File: src/rtl/shift_counter_pkg.sv
// Shared constants and types for the ping-pong one-hot shift counter.
package shift_counter_pkg;

  // Default number of bits in the one-hot position register
  localparam int unsigned SHIFT_COUNTER_WIDTH = 8;

  // One-hot value loaded on reset and on recovery from an illegal state
  localparam int unsigned SHIFT_COUNTER_RESET_VAL = 1;

  // LEFT walks the token toward the MSB, RIGHT toward the LSB
  typedef enum logic {
    DIR_LEFT,
    DIR_RIGHT
  } shift_dir_t;

endpackage

File: src/rtl/shift_counter.sv
// Free-running one-hot ping-pong shift counter: the token walks LSB->MSB, bounces,
// walks back MSB->LSB and repeats with period 2*(WIDTH-1). Output is a plain register.
// Optional build macro SHIFT_COUNTER_ENABLE_EN adds an active-high advance enable `en`.
module shift_counter
  import shift_counter_pkg::*;
#(
  parameter int unsigned WIDTH = SHIFT_COUNTER_WIDTH
) (
  input  logic             clk,
  input  logic             reset,
`ifdef SHIFT_COUNTER_ENABLE_EN
  input  logic             en,
`endif
  output logic [WIDTH-1:0] count
);

  if (WIDTH < 2) begin : gen_width_check
    $error("shift_counter: WIDTH must be at least 2");
  end

  localparam logic [WIDTH-1:0] ResetCount = WIDTH'(SHIFT_COUNTER_RESET_VAL);

  logic [WIDTH-1:0] count_q, count_d;
  shift_dir_t       dir_q, dir_d;
  logic             onehot;

  // Exactly one bit set: non-zero and clearing the lowest set bit leaves nothing
  assign onehot = (count_q != '0) && ((count_q & (count_q - 1'b1)) == '0);

  // Next-state: walk, bounce at either end without dwell, recover from corruption
  always_comb begin
    count_d = count_q;
    dir_d   = dir_q;
    if (!onehot) begin
      count_d = ResetCount;
      dir_d   = DIR_LEFT;
    end else if (dir_q == DIR_LEFT) begin
      if (count_q[WIDTH-1]) begin
        count_d = count_q >> 1;
        dir_d   = DIR_RIGHT;
      end else begin
        count_d = count_q << 1;
      end
    end else begin
      if (count_q[0]) begin
        count_d = count_q << 1;
        dir_d   = DIR_LEFT;
      end else begin
        count_d = count_q >> 1;
      end
    end
`ifdef SHIFT_COUNTER_ENABLE_EN
    // A stalled counter holds everything, including a corrupted value
    if (!en) begin
      count_d = count_q;
      dir_d   = dir_q;
    end
`endif
  end

  // State register with asynchronous active-low reset
  always_ff @(posedge clk or negedge reset) begin
    if (!reset) begin
      count_q <= ResetCount;
      dir_q   <= DIR_LEFT;
    end else begin
      count_q <= count_d;
      dir_q   <= dir_d;
    end
  end

  assign count = count_q;

endmodule

File: config.mk
export PLATFORM = sky130hd
export DESIGN_NAME = shift_counter
export DESIGN_NICKNAME = d
export VERILOG_FILES = /design/src/rtl/shift_counter_pkg.sv /design/src/rtl/shift_counter.sv
export SDC_FILE = /design/constraint.sdc
export NUM_CORES = 1
export LEC_CHECK = 0
export ABC_AREA = 1
export BUFFER_PORTS_ARGS = -buffer_cell sky130_fd_sc_hd__buf_2
export CORE_MARGIN = 4
export CORE_UTILIZATION = 35
export DETAILED_ROUTE_END_ITERATION = 6
export PLACE_DENSITY = 0.61
export SKIP_LAST_GASP = 1
export SYNTH_ARGS = -nofsm -noshare
export SYNTH_HDL_FRONTEND = slang
export SYNTH_SLANG_ARGS = --single-unit
File: constraint.sdc
create_clock -name clk -period 1.09 [get_ports clk]
set_input_delay 0.1635 -clock clk [delete_from_list [all_inputs] [get_ports clk]]
set_output_delay 0.1635 -clock clk [all_outputs]
set_load 0.01 [all_outputs]
### Word level (Yosys, flattened, before mapping)

Cells that the tools add are included.

* flip-flop bits (word level): 9
* bits in latches: 0
* bits in writable memories: 0
* memory bits (read-only): 0
* input bits: 2
* output and inout bits: 8
* logic and storage cells: 15
* memories: 0

* add/subtract/negate cells: 1
* $mul: 0
* divide/modulo/power cells: 0
* magnitude comparators: 0
* equal/unequal tests: 0
* shift operators: 0
* muxes and demuxes: 8
* bitwise logic cells: 1
* reductions and logical operators: 3

Operator list (number)
* $mux W8: 4
* $and A8 B8 Y8: 1
* $logic_not A8 Y1: 1
* $reduce_bool A8 Y1: 1
* $sub A8 B1 Y8 const B: 1
* $mux W1: 4
* $logic_and A1 B1 Y1: 1

### Longest topological paths before layout

Gate-level depths: netlist (run 1).

* word-level depth: 5
* depth in mapped cells: 9
* depth with buffers taken out: 9

### Worst setup path after synthesis (run 1)

No wires, ideal clock.

* kind: register to register
* start: register count_q[5], in the netlist count[5]
* end: register dir_q
* setup time: 0.073 ns
* arrival time: 1.136 ns
* data required time: 1.017 ns
* path slack: -0.118 ns
* stages on the path, launching flop included: 7
* buffers on the path: 0
* period minus slack after synthesis: 1.208 ns
* cell sequence: dfrtp_1 > nor2_1 > nand2_1 > nor2_4 > xor2_2 > nand2_2 > nor2_1

* cells in the longest elaborated chain, start to end: 5
* elaborated cells on any way between the ends: 6
* classes of those cells: 1 x add/sub; 1 x mux; 1 x bitwise; 3 x reduce/logical

Ends and longest elaborated chain
* start: declaration: line shift_counter.sv:23 `logic [WIDTH-1:0] count_q, count_d;`
* start signal: assignment: line shift_counter.sv:64 `count_q <= ResetCount;`
* start signal: assignment: line shift_counter.sv:67 `count_q <= count_d;`
* $sub A8 B1 Y8: line shift_counter.sv:28 `assign onehot = (count_q != '0) && ((count_q & (count_q - 1'b1)) == '0);`
* $and A8 B8 Y8: line shift_counter.sv:28
* $logic_not A8 Y1: line shift_counter.sv:28
* $logic_and A1 B1 Y1 (*): line shift_counter.sv:28
* $mux W1 (*): line shift_counter.sv:34 `if (!onehot) begin`
* via dir_d: line shift_counter.sv:24 `shift_dir_t dir_q, dir_d;`
* end signal: assignment: line shift_counter.sv:68 `dir_q <= dir_d;`
* end: declaration: line shift_counter.sv:24

The timed path passes the listed nets; every way through them passes the cells marked *.

### Worst setup path after layout (run 1)

* start: register count_q[0], in the netlist count[0]
* end: register count_q[2], in the netlist count[2]

* cells in the longest elaborated chain, start to end: 5
* elaborated cells on any way between the ends: 8
* classes of those cells: 1 x add/sub; 3 x mux; 1 x bitwise; 3 x reduce/logical

Ends and longest elaborated chain (line)
* $sub A8 B1 Y8: shift_counter.sv:28
* $and A8 B8 Y8: shift_counter.sv:28
* $logic_not A8 Y1: shift_counter.sv:28
* $logic_and A1 B1 Y1: shift_counter.sv:28
* $mux W8 (*): shift_counter.sv:34
* via count_d[2]: shift_counter.sv:23

Marked as above.

==> results of run 1 <==
[layout make-up]
type                    count  area [sq um]
multi-input cells          50         255.2
inverters                  14         52.55
well taps                  15         18.77
flip-flops and latches      9         227.7
repair buffers             27         249.0
fillers                   129         520.5
clock buffers               4         26.28
[logic make-up (layout without fill, tap and decap cells)]
kind of cell	Yosys count	after routing
compound gates	7	7
xor+xnor	1	1
buf+inv	14	45
flops	9	9
simple gates	42	42
[registers in the layout, summed over array words and instances (netlist names)]
name   cells
count      8
dir_q      1
[final timing paths]
| path | startpoint | depth (start not counted) | to |
|---|---|---|---|
| worst max-delay path | count[0] | 6 | count[2] |
| worst min-delay path | reset | 2 | count[5] |
| worst max register to register | count[0] | 6 | count[2] |
| worst min register to register | count[6] | 3 | count[7] |
| max in group asynchronous | reset | 2 | count[0] |
| min in group clk | count[6] | 3 | count[7] |
[critical path: cells and delay by family (launching register included)]
family | cells | cell delay [ns]
DFF | 1 | 0.60
and+or+nand+nor | 5 | 0.42
xor gates and xnor gates | 1 | 0.19
[cells in the mapped netlist, drive strengths merged]
library cell,instances
nand2,24
o21ai,5
xor2,1
nor2,13
inv,14
dfrtp,8
nand3,5
a21oi,2
dfstp,1
[power groups by stage]
stage	registers, mW	clock network (mW)	logic [mW]
3_3_place_gp	0.340	0	0.00786
5_1_grt	0.334	0.309	0.0122
6_report	0.334	0.265	0.0107
4_1_cts	0.334	0.272	0.0108
3_5_place_dp	0.340	0	0.00814
2_1_floorplan	0.340	0	0.000000166
[layer usage]
layer	global-route usage	part of all wire
met3	0.03516	0.046
met4	0.1023	0.033
met2	0.2198	0.47
met5	0	0
met1	0.1829	0.45
[what timing repair did]
item,CTS,global route
hold buffers,1,0
resized for setup,10,13
pin swaps,0,1
setup endpoints to repair,14,16
endpoints found under the hold margin,9,0
buffers inserted,3,4
==> flow_metrics.py, run 1 <==
metrics = {
    "status": {
        "status": "finished with violations",
        "violations": "negative setup slack",
    },
    "detailed_routing": {
        "wl_per_cell_um": 11.41,
        "wl_mm": 1.358,
        "antenna_left": 0,
        "first_pass_iters": 4,
        "initialDrtViolationCount": 7,
        "avgViaCountPerCell": 4.689,
        "drc": 0,
        "vias": 558,
    },
    "placement": {
        "numPortBuffers": 9,
        "gp_congestion": 0.7983,
        "place_inst": 110,
        "dp_hpwl_um": 943.2,
        "dp_slack_ns": -0.1823,
        "placed_area_sq_um": 678.2,
    },
    "layout": {
        "layout_commonest_cell": "nand2_1",
        "syn2layout_area_growth_pct": 60.53,
        "instances_no_fill": 119,
        "final_core_util": 0.6145,
        "design_area_sq_um": 829.5,
        "final_cell_mix": "nand2_1, inv_1, buf_6, buf_4, dfrtp_1",
        "drive_gt1_frac": 0.4135,
        "nets": 107,
        "diodes": 0,
    },
    "timing": {
        "skew_ns": 0.003472,
        "final_hold_viol_count": 0,
        "fin_crit_ns": 1.283,
        "setup_viol_count_final": 12,
        "final-max-slew-violation-count": 0,
        "min_period_over_period": 1.177,
        "rsz0062_at_grt": "true",
        "fin_tns_setup_ns": -1.687,
        "setup_slack_ns": -0.1926,
        "worst_slew_pin_slew_ns": 0.2195,
        "fmax_mhz": 779.7,
        "whs_ns": 0.2764,
        "maxSlewHeadroom": 0.8537,
    },
    "synthesis": {
        "yosysTopAreaCell": "dfrtp_1",
        "ys_seq_elements": 9,
        "yosys.area_share.xor_xnor": 0.03148,
        "yosys_warnings": 0,
        "syn_nets": 75,
        "syn_inst": 73,
        "synthDominantCellAreaShare": 0.3874,
        "yosysUniqueCellTypes": 12,
        "ys_seq_area_frac": 0.4383,
        "ys_top_cells_by_area": "dfrtp_1, nand2_1, inv_1, nor2_1, dfstp_2",
        "synth_top_family_by_area": "simple AND/OR/NAND/NOR gates",
        "avgSynthCellArea_sq_um": 7.079,
        "synth_area_sq_um": 516.7,
        "synth-simple-area-share": 0.3608,
        "synthMuxAreaShare": 0,
        "synth_adder_area_share": 0,
        "synth-compound-area-share": 0.06780,
    },
    "power": {
        "clkPwrFrac": 0.434,
        "power.switching_mw": 0.1303,
        "sequentialPowerShare": 0.548,
        "p_total_mw": 0.6097,
        "swShare": 0.2138,
        "p_leak_nw": 0.4459,
        "vdd_drop_max_mv": 0.6408,
        "p_int_mw": 0.4793,
        "power_density_nw_per_um2": 734.9,
        "power_frac_comb": 0.017,
    },
    "clocking": {
        "cts_buffers": 3,
        "path_clk_slew_ns": 0.06,
        "clock_latency_ns": 0.27,
        "cts_tree": "yes",
        "clock-sinks": 9,
        "htreeDepth": 1,
        "ctsLongestPathBuffers": 2,
        "ctsRootBufferMaster": "clkbuf_4",
    },
    "setup_path": {
        "end_kind": "register",
        "start_kind": "register",
        "r2r_setup_slack_ns": -0.19,
        "critPathMaxStageDelay_ns": 0.60,
        "slowest_stage": "dfstp_2",
        "arrival_ns": 1.48,
        "path_cells": "nor2_2 > nand2_2 > nor2_4 > xor2_2 > nand2_4 > nor2_1",
        "path_max_fanout": 8,
        "crit_required_ns": 1.29,
        "worst-setup-path-type": "register to register",
    },
    "job": {
        "drv_cap": 0,
    },
    "die": {
        "start_util": 0.3828,
        "core_region_area_sq_um": 1350,
        "io_pins": 10,
        "die_w_um": 46.43,
        "die_h_um": 46.43,
        "dieArea_sq_um": 2155,
        "row_count": 13,
    },
    "global_routing": {
        "grt_pass1_vias": 497,
        "antenna_found_initial": 0,
        "grt_overflow": 0,
        "grt_pass1_wl_mm": 2.111,
        "grtUsageTotal": 0.1470,
        "grt_max_degree": 10,
    },
    "worst_hold_path": {
        "hold_class": "primary input to async pin",
    },
}
(Power assumes the default switching activity.)
==> run 2: changes to the inputs <==
--- a/config.mk
+++ b/config.mk
@@ -7,10 +7,14 @@
 export LEC_CHECK = 0
 export ABC_AREA = 1
 export BUFFER_PORTS_ARGS = -buffer_cell sky130_fd_sc_hd__buf_2
+export CELL_PAD_IN_SITES_DETAIL_PLACEMENT = 0
+export CELL_PAD_IN_SITES_GLOBAL_PLACEMENT = 2
+export CORE_ASPECT_RATIO = 0.7
 export CORE_MARGIN = 4
-export CORE_UTILIZATION = 35
+export CORE_UTILIZATION = 25
 export DETAILED_ROUTE_END_ITERATION = 6
-export PLACE_DENSITY = 0.61
+export PLACE_DENSITY = 0.74
+export SETUP_SLACK_MARGIN = 0.05
 export SKIP_LAST_GASP = 1
 export SYNTH_ARGS = -nofsm -noshare
 export SYNTH_HDL_FRONTEND = slang
==> run 2 against run 1 <==
  * The run still ends with negative setup slack left
  * Die area is 33% higher
  * Clock-buffer cell count stayed put
  * Register-to-register slack hardly changed
  * Design area is 8.6% higher
  * Fmax is 3.3% lower
  * Largest power group unchanged
==> flow_metrics.py, run 2 (synthesis gave the netlist of run 1 again) <==
metrics = {
    "status": {
        "status": "finished with violations",
        "violations": "negative setup slack",
    },
    "setup_path": {
        "reg2reg_from": "count[0]",
        "crit_top_cell": "buf_6",
        "r2r-end": "count[2]",
        "arrival_ns": 1.16,
        "critPathMaxStageDelay_ns": 0.60,
        "crit_required_ns": 0.93,
        "start_kind": "register",
        "worst-path-buf-inv": 3,
        "worst-setup-path-type": "register to output port",
        "path_cells": "buf_4 > buf_6 > buf_6",
        "critPathTopFamily": "flip-flops",
        "slowest_stage": "dfstp_2",
        "end_kind": "output port",
        "r2r_setup_slack_ns": -0.19,
        "ff2ff_path_depth": 7,
        "path_max_fanout": 5,
    },
    "detailed_routing": {
        "top_layer": "met4",
        "drc": 0,
        "vias": 559,
        "met2_length_um": 615,
        "avgViaCountPerCell": 4.203,
        "antenna_left": 0,
        "wl_per_cell_um": 10.49,
        "first_pass_iters": 4,
        "met1Wirelength_um": 706,
        "wl_mm": 1.395,
        "wl_met3_um": 53,
        "initialDrtViolationCount": 8,
    },
    "power": {
        "power_density_nw_per_um2": 673.0,
        "vdd_drop_max_mv": 0.3548,
        "p_leak_nw": 0.4952,
    },
    "global_routing": {
        "grt_pass1_wl_mm": 2.339,
        "grt_overflow": 0,
        "grt_pass1_vias": 568,
        "grtUsageTotal": 0.1100,
        "antenna_found_initial": 0,
        "grt_max_degree": 10,
    },
    "placement": {
        "place_inst": 121,
        "gp_congestion": 0.7406,
        "dp_hpwl_um": 995.3,
        "placed_area_sq_um": 716.9,
        "numPortBuffers": 9,
    },
    "timing": {
        "rsz0062_at_grt": "true",
        "skew_ns": 0.003300,
        "final-max-slew-violation-count": 0,
        "min_period_over_period": 1.217,
        "maxSlewHeadroom": 0.8597,
        "fmax_mhz": 754.1,
        "setup_viol_count_final": 13,
        "final_hold_viol_count": 0,
        "fin_crit_ns": 1.326,
        "fin_tns_setup_ns": -1.960,
        "setup_slack_ns": -0.2360,
        "whs_ns": 0.2783,
        "worst_slew_pin_slew_ns": 0.2105,
    },
    "die": {
        "core_region_area_sq_um": 1903,
        "die_h_um": 46.04,
        "die_w_um": 62.34,
        "row_count": 13,
        "io_pins": 10,
        "start_util": 0.2715,
        "dieArea_sq_um": 2870,
    },
    "job": {
        "drv_cap": 0,
    },
    "layout": {
        "multi_input_area_sq_um": 267.8,
        "seq_area_sq_um": 227.7,
        "instances_no_fill": 133,
        "largest_reg_flops": 8,
        "final_cell_mix": "nand2_1, buf_4, inv_1, buf_6, nor2_1",
        "diodes": 0,
        "design_area_sq_um": 900.9,
        "final_core_util": 0.4734,
        "layout_commonest_cell": "nand2_1",
        "num-fill-cells": 199,
        "drive_gt1_frac": 0.4505,
        "nets": 114,
        "syn2layout_area_growth_pct": 74.33,
    },
    "clocking": {
        "htreeDepth": 1,
        "clock_latency_ns": 0.26,
        "path_clk_slew_ns": 0.06,
        "cts_tree": "yes",
        "ctsRootBufferMaster": "clkbuf_4",
        "cts_buffers": 3,
        "clock-sinks": 9,
        "ctsLongestPathBuffers": 2,
    },
    "worst_hold_path": {
        "hold_class": "primary input to async pin",
    },
}
==> run 2: cell count changes in the layout (fill, tap and decap cells not counted), sizes merged <==
cell,delta
buf,+7
==> run 2: worst max path at each step <==
stage	from	end	slack, ns	cells past startpoint
final	count[0]	count[0]	-0.24	3
after global routing	count[0]	count[2]	-0.31	7
after CTS	count[0]	count[6]	-0.18	6
after detailed placement	count[4]	count[4]	-0.19	6
after global placement	count[4]	dir_q	-0.19	6
after floorplan	count[4]	dir_q	-0.10	6
==> run 2: worst register-to-register path, delay by kind of cell (launching register included) <==
family / cells / cell delay (ns)
buf+inv: 2 / 0.19
flops: 1 / 0.60
compound gates: 1 / 0.09
simple gates: 4 / 0.33
==> run 2: area by class of cell <==
cell class,instances,area share
flip-flops and latches,9,0.2528
inverters,14,0.05833
clock buffers,4,0.02917
repair buffers,34,0.3319
multi-input cells,50,0.2972
well taps,22,0.03056
==> run 2: what timing repair did <==
action | in CTS | in global routing
buffers inserted | 5 | 5
pin swaps | 2 | 2
endpoints found under the hold margin | 9 | 0
hold buffers | 1 | 0
resized for setup | 13 | 12
gates cloned | 0 | 0
setup endpoints to repair | 16 | 16
==> run 2: layer usage <==
metal / global-route usage / vias up
li1: - / 294
met1: 0.1217 / 251
met2: 0.1736 / 10
met3: 0.03951 / 4
met4: 0.09322 / 0
met5: 0 / -
==> run 2: stage by stage <==
step	power, mW	setup slack (ns)
final	0.6063	-0.2360
after global routing	0.6288	-0.3098
after CTS	0.6184	-0.1787
after detailed placement	0.3486	-0.1897
after global placement	0.3485	-0.1926
after floorplan	0.3403	-0.1042
==> run 2: where the power goes <==
group	leakage (nW)	switching, mW	internal [mW]
sequential	0.116	0	0.334
clock	0.0150	0.120	0.141
combinational	0.364	0.00678	0.00365
